File: config.mk
export PLATFORM = sky130hd
export DESIGN_NAME = spi_master_ctrl_flat
export DESIGN_NICKNAME = d
export VERILOG_FILES = /design/src/rtl/spi_master_ctrl_if.sv /design/src/rtl/spi_master_ctrl.sv /design/src/flat_wrapper.sv
export SDC_FILE = /design/constraint.sdc
export NUM_CORES = 1
export LEC_CHECK = 0
export ABC_AREA = 1
export CAP_MARGIN = 20
export CORE_MARGIN = 1
export CORE_UTILIZATION = 56
export CTS_BUF_LIST = sky130_fd_sc_hd__clkbuf_8
export DETAILED_ROUTE_END_ITERATION = 12
export GPL_ROUTABILITY_DRIVEN = 0
export PLACE_DENSITY = 0.82
export SYNTH_ARGS = -nofsm -noshare
export SYNTH_HDL_FRONTEND = slang
export SYNTH_SLANG_ARGS = --single-unit
File: constraint.sdc
create_clock -name CLK -period 2.1 [get_ports CLK]
set_clock_uncertainty 0.05 [all_clocks]
set_input_delay 0.42 -clock CLK [delete_from_list [all_inputs] [get_ports CLK]]
set_output_delay 0.42 -clock CLK [all_outputs]
set_load 0.1 [all_outputs]
File: src/rtl/spi_master_ctrl_if.sv
// Host and serial-bus signal bundle for spi_master_ctrl.
// ABORT exists only when SPI_ABORT_EN is defined.
interface spi_master_ctrl_if #(
  parameter int DATA_W = 16
);
  logic              START;
  logic              CKP;
  logic              CPH;
  logic [DATA_W-1:0] TX_DATA;
  logic              MISO;
  logic              SCK;
  logic              SS;
  logic              MOSI;
  logic [DATA_W-1:0] RX_DATA;
  logic              BUSY;
  logic              DONE;
`ifdef SPI_ABORT_EN
  logic              ABORT;
`endif

  // Handshake: START is a request level, taken only while idle and not in the
  // DONE cycle. BUSY stays high from acceptance through DONE. DONE is a
  // one-cycle pulse, and RX_DATA is valid from DONE until the next DONE.
  modport master (
    input  START, CKP, CPH, TX_DATA, MISO,
`ifdef SPI_ABORT_EN
    input  ABORT,
`endif
    output SCK, SS, MOSI, RX_DATA, BUSY, DONE
  );

  modport slave (
    output START, CKP, CPH, TX_DATA, MISO,
`ifdef SPI_ABORT_EN
    output ABORT,
`endif
    input  SCK, SS, MOSI, RX_DATA, BUSY, DONE
  );
endinterface

File: src/rtl/spi_master_ctrl.sv
// SPI master that sequences one full-duplex MSB-first frame per accepted START.
// Optional feature macro: SPI_ABORT_EN adds ABORT, which cancels a frame in progress.
module spi_master_ctrl #(
  parameter int DATA_W  = 16,
  parameter int CLK_DIV = 2
) (
  input  logic              CLK,
  input  logic              RESET,
  spi_master_ctrl_if.master bus,
  output logic [1:0]        state_dbg
);

  typedef enum logic [1:0] {
    IDLE     = 2'd0,
    SETUP    = 2'd1,
    TRANSFER = 2'd2,
    HOLD     = 2'd3
  } state_t;

  localparam int DIV_W  = (CLK_DIV > 1) ? $clog2(CLK_DIV) : 1;
  localparam int EDGE_W = $clog2(2 * DATA_W);
  localparam logic [DIV_W-1:0]  DIV_LAST  = DIV_W'(CLK_DIV - 1);
  localparam logic [EDGE_W-1:0] EDGE_LAST = EDGE_W'(2 * DATA_W - 1);

  state_t              state;
  logic [DIV_W-1:0]    div_cnt;
  logic [EDGE_W-1:0]   edge_cnt;
  logic [DATA_W-1:0]   tx_shift;
  logic [DATA_W-1:0]   rx_shift;
  logic [DATA_W-1:0]   tx_next;
  logic                ckp_q;
  logic                cph_q;
  logic                div_tick;
  logic                sample_now;
  logic                last_edge;
  logic                abort_req;

  assign tx_next    = tx_shift << 1;
  assign div_tick   = (div_cnt == DIV_LAST);
  // Even edge count means the next edge is leading; CPH=0 samples there.
  assign sample_now = (cph_q == edge_cnt[0]);
  assign last_edge  = (edge_cnt == EDGE_LAST);
  assign state_dbg  = state;

`ifdef SPI_ABORT_EN
  assign abort_req = bus.ABORT && (state != IDLE);
`else
  assign abort_req = 1'b0;
`endif

  always_ff @(posedge CLK) begin
    if (RESET) begin
      state       <= IDLE;
      div_cnt     <= '0;
      edge_cnt    <= '0;
      tx_shift    <= '0;
      rx_shift    <= '0;
      ckp_q       <= 1'b0;
      cph_q       <= 1'b0;
      bus.SS      <= 1'b1;
      bus.SCK     <= bus.CKP;
      bus.MOSI    <= 1'b0;
      bus.RX_DATA <= '0;
      bus.BUSY    <= 1'b0;
      bus.DONE    <= 1'b0;
    end else if (abort_req) begin
      state    <= IDLE;
      div_cnt  <= '0;
      edge_cnt <= '0;
      bus.SS   <= 1'b1;
      bus.SCK  <= ckp_q;
      bus.MOSI <= 1'b0;
      bus.BUSY <= 1'b0;
      bus.DONE <= 1'b0;
    end else begin
      bus.DONE <= 1'b0;
      case (state)
        IDLE: begin
          bus.SCK  <= bus.CKP;
          bus.SS   <= 1'b1;
          bus.MOSI <= 1'b0;
          bus.BUSY <= 1'b0;
          // A START during the DONE cycle is dropped to guarantee an SS-high gap.
          if (bus.START && !bus.DONE) begin
            tx_shift <= bus.TX_DATA;
            rx_shift <= '0;
            ckp_q    <= bus.CKP;
            cph_q    <= bus.CPH;
            div_cnt  <= '0;
            edge_cnt <= '0;
            bus.SS   <= 1'b0;
            bus.BUSY <= 1'b1;
            bus.MOSI <= bus.CPH ? 1'b0 : bus.TX_DATA[DATA_W-1];
            state    <= SETUP;
          end
        end
        SETUP: begin
          if (div_tick) begin
            div_cnt <= '0;
            state   <= TRANSFER;
          end else begin
            div_cnt <= div_cnt + DIV_W'(1);
          end
        end
        TRANSFER: begin
          if (div_tick) begin
            div_cnt  <= '0;
            edge_cnt <= edge_cnt + EDGE_W'(1);
            if (sample_now) begin
              rx_shift <= {rx_shift[DATA_W-2:0], bus.MISO};
            end else if (cph_q) begin
              bus.MOSI <= tx_shift[DATA_W-1];
              tx_shift <= tx_next;
            end else begin
              bus.MOSI <= tx_next[DATA_W-1];
              tx_shift <= tx_next;
            end
            if (last_edge) begin
              bus.SCK  <= ckp_q;
              edge_cnt <= '0;
              state    <= HOLD;
            end else begin
              bus.SCK <= ~bus.SCK;
            end
          end else begin
            div_cnt <= div_cnt + DIV_W'(1);
          end
        end
        HOLD: begin
          if (div_tick) begin
            div_cnt     <= '0;
            bus.SS      <= 1'b1;
            bus.SCK     <= ckp_q;
            bus.MOSI    <= 1'b0;
            bus.RX_DATA <= rx_shift;
            bus.DONE    <= 1'b1;
            state       <= IDLE;
          end else begin
            div_cnt <= div_cnt + DIV_W'(1);
          end
        end
        default: state <= IDLE;
      endcase
    end
  end

endmodule

File: src/flat_wrapper.sv
// flat-port wrapper written by rule: the top's interface ports become plain ports
module spi_master_ctrl_flat 
#(
  parameter int DATA_W  = 16,
  parameter int CLK_DIV = 2
)
  (CLK, RESET, state_dbg, bus_START, bus_CKP, bus_CPH, bus_TX_DATA, bus_MISO, bus_SCK, bus_SS, bus_MOSI, bus_RX_DATA, bus_BUSY, bus_DONE);
  spi_master_ctrl_if #(.DATA_W(DATA_W)) bus_i ();
  input  logic CLK;
  input  logic RESET;
  output logic [1:0] state_dbg;
  input wire logic [$bits(bus_i.START)-1:0] bus_START;
  input wire logic [$bits(bus_i.CKP)-1:0] bus_CKP;
  input wire logic [$bits(bus_i.CPH)-1:0] bus_CPH;
  input wire logic [$bits(bus_i.TX_DATA)-1:0] bus_TX_DATA;
  input wire logic [$bits(bus_i.MISO)-1:0] bus_MISO;
  output wire logic [$bits(bus_i.SCK)-1:0] bus_SCK;
  output wire logic [$bits(bus_i.SS)-1:0] bus_SS;
  output wire logic [$bits(bus_i.MOSI)-1:0] bus_MOSI;
  output wire logic [$bits(bus_i.RX_DATA)-1:0] bus_RX_DATA;
  output wire logic [$bits(bus_i.BUSY)-1:0] bus_BUSY;
  output wire logic [$bits(bus_i.DONE)-1:0] bus_DONE;
  assign bus_i.START = bus_START;
  assign bus_i.CKP = bus_CKP;
  assign bus_i.CPH = bus_CPH;
  assign bus_i.TX_DATA = bus_TX_DATA;
  assign bus_i.MISO = bus_MISO;
  assign bus_SCK = bus_i.SCK;
  assign bus_SS = bus_i.SS;
  assign bus_MOSI = bus_i.MOSI;
  assign bus_RX_DATA = bus_i.RX_DATA;
  assign bus_BUSY = bus_i.BUSY;
  assign bus_DONE = bus_i.DONE;
  spi_master_ctrl #(.DATA_W(DATA_W), .CLK_DIV(CLK_DIV)) u_core (.CLK(CLK), .RESET(RESET), .bus(bus_i), .state_dbg(state_dbg));
endmodule
* After elaboration in Yosys (flattened, before gate mapping)
Cells that the tools add are included.
** Storage, ports and cells
- Bits in registers :: 63
- Bits in latches :: 0
- Bits in writable memories :: 0
- Memory bits (read-only) :: 0
- Bits of input ports :: 22
- Output and inout port bits :: 23
- Word-level logic and storage cells :: 87
- Memories kept :: 0
** Operators by class
- Add/sub/neg operators :: 2
- $mul :: 0
- Divide/modulo/power cells :: 0
- $lt $le $gt $ge :: 0
- Eq/ne operators :: 14
- Shifts and indexed selects :: 0
- Mux-type cells :: 38
- Bitwise operators :: 2
- Reductions and logical operators :: 18
** Operators by type and width (number)
- 16-bit 2-to-1 mux :: 6
- 16-bit case mux with 2 select lines :: 2
- 1-bit 2-to-1 mux :: 16
- 5-bit 2-to-1 mux :: 3
- 2-bit by 1-bit inequality test with 1-bit output, second input constant :: 6
- 4-bit AND reduction :: 3
- 2-bit 2-to-1 mux :: 5
- 5-bit case mux with 2 select lines :: 1
- 2-bit case mux with 4 select lines :: 1
- 3-bit by 2-bit inequality test with 1-bit output, second input constant :: 2
- 1-bit case mux with 3 select lines :: 2
- 2-bit AND reduction :: 3
- 3-bit AND reduction :: 2
- 5-bit by 1-bit adder with 5-bit output, second input constant :: 1
- 5-bit == test, second input constant :: 1
- 5-bit AND reduction :: 1
- 2-bit == test, second input constant :: 2
- 1-bit case mux with 2 select lines :: 2
- 2-bit nonzero test :: 2
- 4-bit nonzero test :: 1
- 3-bit nonzero test :: 1
- 3-bit OR reduction :: 1
- 2-bit by 1-bit == test with 1-bit output, second input constant :: 1
- 2-bit logical NOT :: 1
- other kinds (7) :: 8

* Logic depth before layout (Yosys ltp)
- Depth in word-level cells :: 5
- Mapped depth :: 11
- Depth with buffers taken out :: 10

* Worst setup path before layout
Ideal clock, no wire load.
- Path kind :: reg-to-reg
- From :: register u_core.state[0], in the netlist u_core.state_dbg[0]
- To :: register u_core.tx_shift[7]
- Setup time :: 0.114 ns
- Arrival :: 2.220 ns
- Data required time :: 1.936 ns
- Setup slack :: -0.284 ns
- Cell stages (with the launch flop) :: 12
- Buffers on the path :: 1
- Period minus slack after synthesis :: 2.384 ns
- Path through :: dfxtp_1 > inv_1 > ha_1 > inv_2 > nand2_2 > nand2_2 > nand2_2 > nor2_4 > buf_6 > nand2_1 > nand2_1 > nor2_2
** Between the ends
- Word-level cells in the longest chain between the ends :: 3
** Ends and longest elaborated chain
- from (decl) :: RTL line spi_master_ctrl.sv:25 : state_t state;
- from (signal assigned) :: RTL line spi_master_ctrl.sv:53 : state <= IDLE;
- from (signal assigned) :: RTL line spi_master_ctrl.sv:67 : state <= IDLE;
- from (signal assigned) :: RTL line spi_master_ctrl.sv:94 : state <= SETUP;
- 2-bit == test or 2-bit logical NOT (tied branches) :: RTL line spi_master_ctrl.sv:77 : case (state)
- 2-bit inequality test (no source line), or another cell as far along
- 4-bit AND reduction (no source line)
- to (signal assigned) :: RTL line spi_master_ctrl.sv:85 : tx_shift <= bus.TX_DATA;
- to (signal assigned) :: RTL line spi_master_ctrl.sv:113 : tx_shift <= tx_next;
- to (signal assigned) :: RTL line spi_master_ctrl.sv:116 : tx_shift <= tx_next;
- to (decl) :: RTL line spi_master_ctrl.sv:28 : logic [DATA_W-1:0] tx_shift;
Several ways; a longest one is shown, not always the timed one.
A chain may end at the register's enable or synchronous reset.

* Worst setup path after layout
- From :: register u_core.state[0], in the netlist u_core.state_dbg[0]
- To :: register u_core.tx_shift[10]
Same word-level chain as after synthesis.

==> impl_results.md <==
* Worst EP required at 2.28 ns
* Wire per inst at 12.8 um
* Reg-to-Reg End: u_core.tx_shift[10]
* Startpoint Class: flop
* Setup TNS at 0 ns
* Cell variety after synth at 27
* Mapped Cells at 370
* Fin nets at 446
* Worst-Margin Slew at about 0.67 ns
* Setup crit start: u_core.state_dbg[0]
* Power Density at around 1200 mW/mm2
* Htree depth at 3
* Number of gates resized after cts at 0
* Simple-gate portion of the synthesized area at 0.265
* DRT Pass-1 Iters at 4
* Max Freq at 0.527 GHz
* Synth Warn # at 0
* Diode count at 0
* Final core occ at 0.698
* Initial antenna violation count at 0
* Status: finished, final reports clean
* RR Startpoint: u_core.state_dbg[0]
* Worst VDD drop at 0.000705 V
* Final setup violation count at 0
* Synthesis-to-finish area growth at 20.6%
* Die width at 74.7 um
* FF-to-FF path depth at 11
* Period utilisation layout at 0.903
* Leak pwr at 1.59 nW
* CP Capture Type: flop
* Share of cells above drive strength 1 at 0.202
* Synth Register Bits at 63
* Port Buffers at 44
* Post-route ant nets at 0
* Initial Util at 0.579
* Synth Area in Compound Gates at 0.127
* Avg Synthesized Cell Area at about 8 um2
* Vias in the first global route at ~2.3k
* Vias per inst at 5.30
* Initial DRC count at around 100
* Post-synthesis mux area share at 0.0508
* Largest family of logic cells by synthesized area: simple AND/OR/NAND/NOR gates
* Max Fanout on Critical Path at 30
* Area leader, netlist: dfxtp_1
* Full die area at between 0.005 and 0.006 mm2
* First-pass GRT wire length at 10.2 mm
* Share of the synthesized area in the top cell type at 0.420
* Final Max Slew Viols at 0
* Max Buffers Root-to-Sink at 2
* Total routed wirelength at between 6 and 7 mm
* Detailed Place HPWL at 4.29 mm
* Critical path capture point: u_core.tx_shift[10]
* RSZ-0062 raised after global routing: false
* Routed via count at 2604
* Grt total ovfl at 0
* Worst R2R Setup Slack at 0.20 ns
* CTS root buf: clkbuf_8
* Slew HR at 0.556
* Clk sinks at 63
* Post-synthesis cell area at around 0.0030 mm2
* Post-Synth Adder-Cell Area at 0.0296
* Largest net degree at the start of global routing at 31
* Core area at 0.00511 mm2
* Fin. Hold Viols at 0
* Post-CTS setup buffers at 0
* Min-delay src: u_core.ckp_q
* Clock Latency Late Sink at 0.34 ns
* Maxcap violations at 0
* Core Rows at 26
* Crit Path Class: flop to flop
* Xor and xnor area share after synthesis at 0
* CTS Buf Count at 9
* HP Class: flop to flop
* Seq/Total Area, Yosys at 0.430
* Final worst path period need at 1.90 ns
* Clk pin slew, worst setup/hold paths at 0.07 ns
* Area contributors post-synth: dfxtp_1 42%, nand2_1 11%, mux2i_1 5.1%, nor2_1 5.0%, a22o_1 4.7%
* Die height at 74.7 um
* Hold_buf cts at 0
* CTS tree: built
* Post-Syn Nets at 399
* Tot Pwr at between 4 and 5 mW
* IO Pins at 45
* Worst EP arrival at 2.07 ns
* Total GRT Usage at 0.241
* DRC errors left at 0
-- per-layer routing --
metal | routed length (um) | share of wire | up-vias | global-route usage
met3 | 239 | 0.038 | 11 | 0.0428
met5 | 0 | 0 | - | 0
met1 | 2970 | 0.47 | 1223 | 0.298
met4 | 97 | 0.015 | 0 | 0.111
li1 | - | - | 1302 | -
met2 | 2980 | 0.47 | 68 | 0.410
-- synth_stat cells --
| cell | instances |
|---|---|
| a21oi_2 | 10 |
| nor2_4 | 1 |
| buf_1 | 1 |
| nor2_1 | 39 |
| buf_12 | 1 |
| buf_4 | 4 |
| a21oi_1 | 16 |
| inv_2 | 2 |
| o21ai_0 | 12 |
| nor2_2 | 4 |
| nand2_2 | 13 |
| mux2i_1 | 15 |
| dfxtp_1 | 62 |
| nand3_4 | 1 |
| buf_6 | 5 |
| ha_1 | 7 |
| edfxtp_1 | 1 |
| nand3_2 | 1 |
| nand3_1 | 8 |
| o311ai_0 | 1 |
| nor3_1 | 1 |
| clkbuf_1 | 3 |
| nand2_1 | 86 |
| nand4_1 | 20 |
| inv_1 | 34 |
| a22o_1 | 16 |
| buf_2 | 6 |
-- worst max-delay path, stage by stage, from the launching register on --
cell     delay (ns)
dfxtp_2        0.38
inv_1          0.08
ha_2           0.28
inv_2          0.13
nand2_2        0.06
nand2_2        0.13
nand2_2        0.15
nor2_4         0.15
buf_12         0.17
nand2_1        0.08
nand2_1        0.07
nor2_1         0.04
-- how the worst min path moves through the flow --
stage                   endpoint  cells after the start
floorplan           u_core.ckp_q                      2
global placement    u_core.ckp_q                      2
detailed placement  u_core.ckp_q                      2
CTS                 u_core.ckp_q                      2
global route        u_core.ckp_q                      2
finish              u_core.ckp_q                      2
-- final cells by class --
type | count | area, um2
clock buffers | 12 | 165
clock inverters | 3 | 16.3
fillers | 438 | 1540
inverters | 36 | 135
multi-input cells | 251 | 1400
flip-flops and latches | 63 | 1270
well taps | 70 | 87.6
repair buffers | 56 | 485
-- kinds of logic (layout without fill, tap and decap cells) --
logic type	count (synthesis)	after routing
AND/OR/NAND/NOR	174	174
buffers and inverters	56	107
AO/OA/AOI/OAI	55	55
adder cells (fa/ha/maj)	7	7
flip-flops	63	63
multiplexers	15	15
-- sequential cells by signal, summed over array words and instances (netlist names) --
signal,cells
u_core.tx_shift,16
u_core.div_cnt,1
u_core.bus.DONE,1
u_core.edge_cnt,5
u_core.bus.MOSI,1
u_core.bus.SS,1
u_core.bus.BUSY,1
u_core.ckp_q,1
u_core.bus.SCK,1
u_core.state_dbg,2
u_core.rx_shift,16
u_core.bus.RX_DATA,16
u_core.cph_q,1
-- stage by stage --
step                      instances  setup slack [ns]  cell area, um2  hold WS, ns
after detailed placement        476             0.237            3380        0.391
final                           491             0.204            3560        0.409
after global routing            491            0.0825            3560        0.416
after CTS                       491             0.213            3560        0.401
after floorplan                 370            0.0909            2960        0.373
after global placement          476             0.271            3380        0.387
-- where the power goes --
group	internal (mW)	leakage [nW]	switching, mW
clock	0.515	0.0986	0.452
sequential	1.38	0.516	0.121
combinational	0.564	0.976	1.23
total	2.46	1.59	1.81
-- placed cells by master, fill, tap and decap left out, types with 6 or more instances in the layout --
cell	count
nand2_1	86
dfxtp_1	60
nor2_1	39
inv_1	34
buf_4	34
clkdlybuf4s50_1	21
nand4_1	20
a21oi_1	16
a22o_1	16
mux2i_1	15
nand2_2	13
o21ai_0	12
clkbuf_8	12
a21oi_2	10
nand3_1	8
ha_1	6
Power figures use the tool's default switching activity.
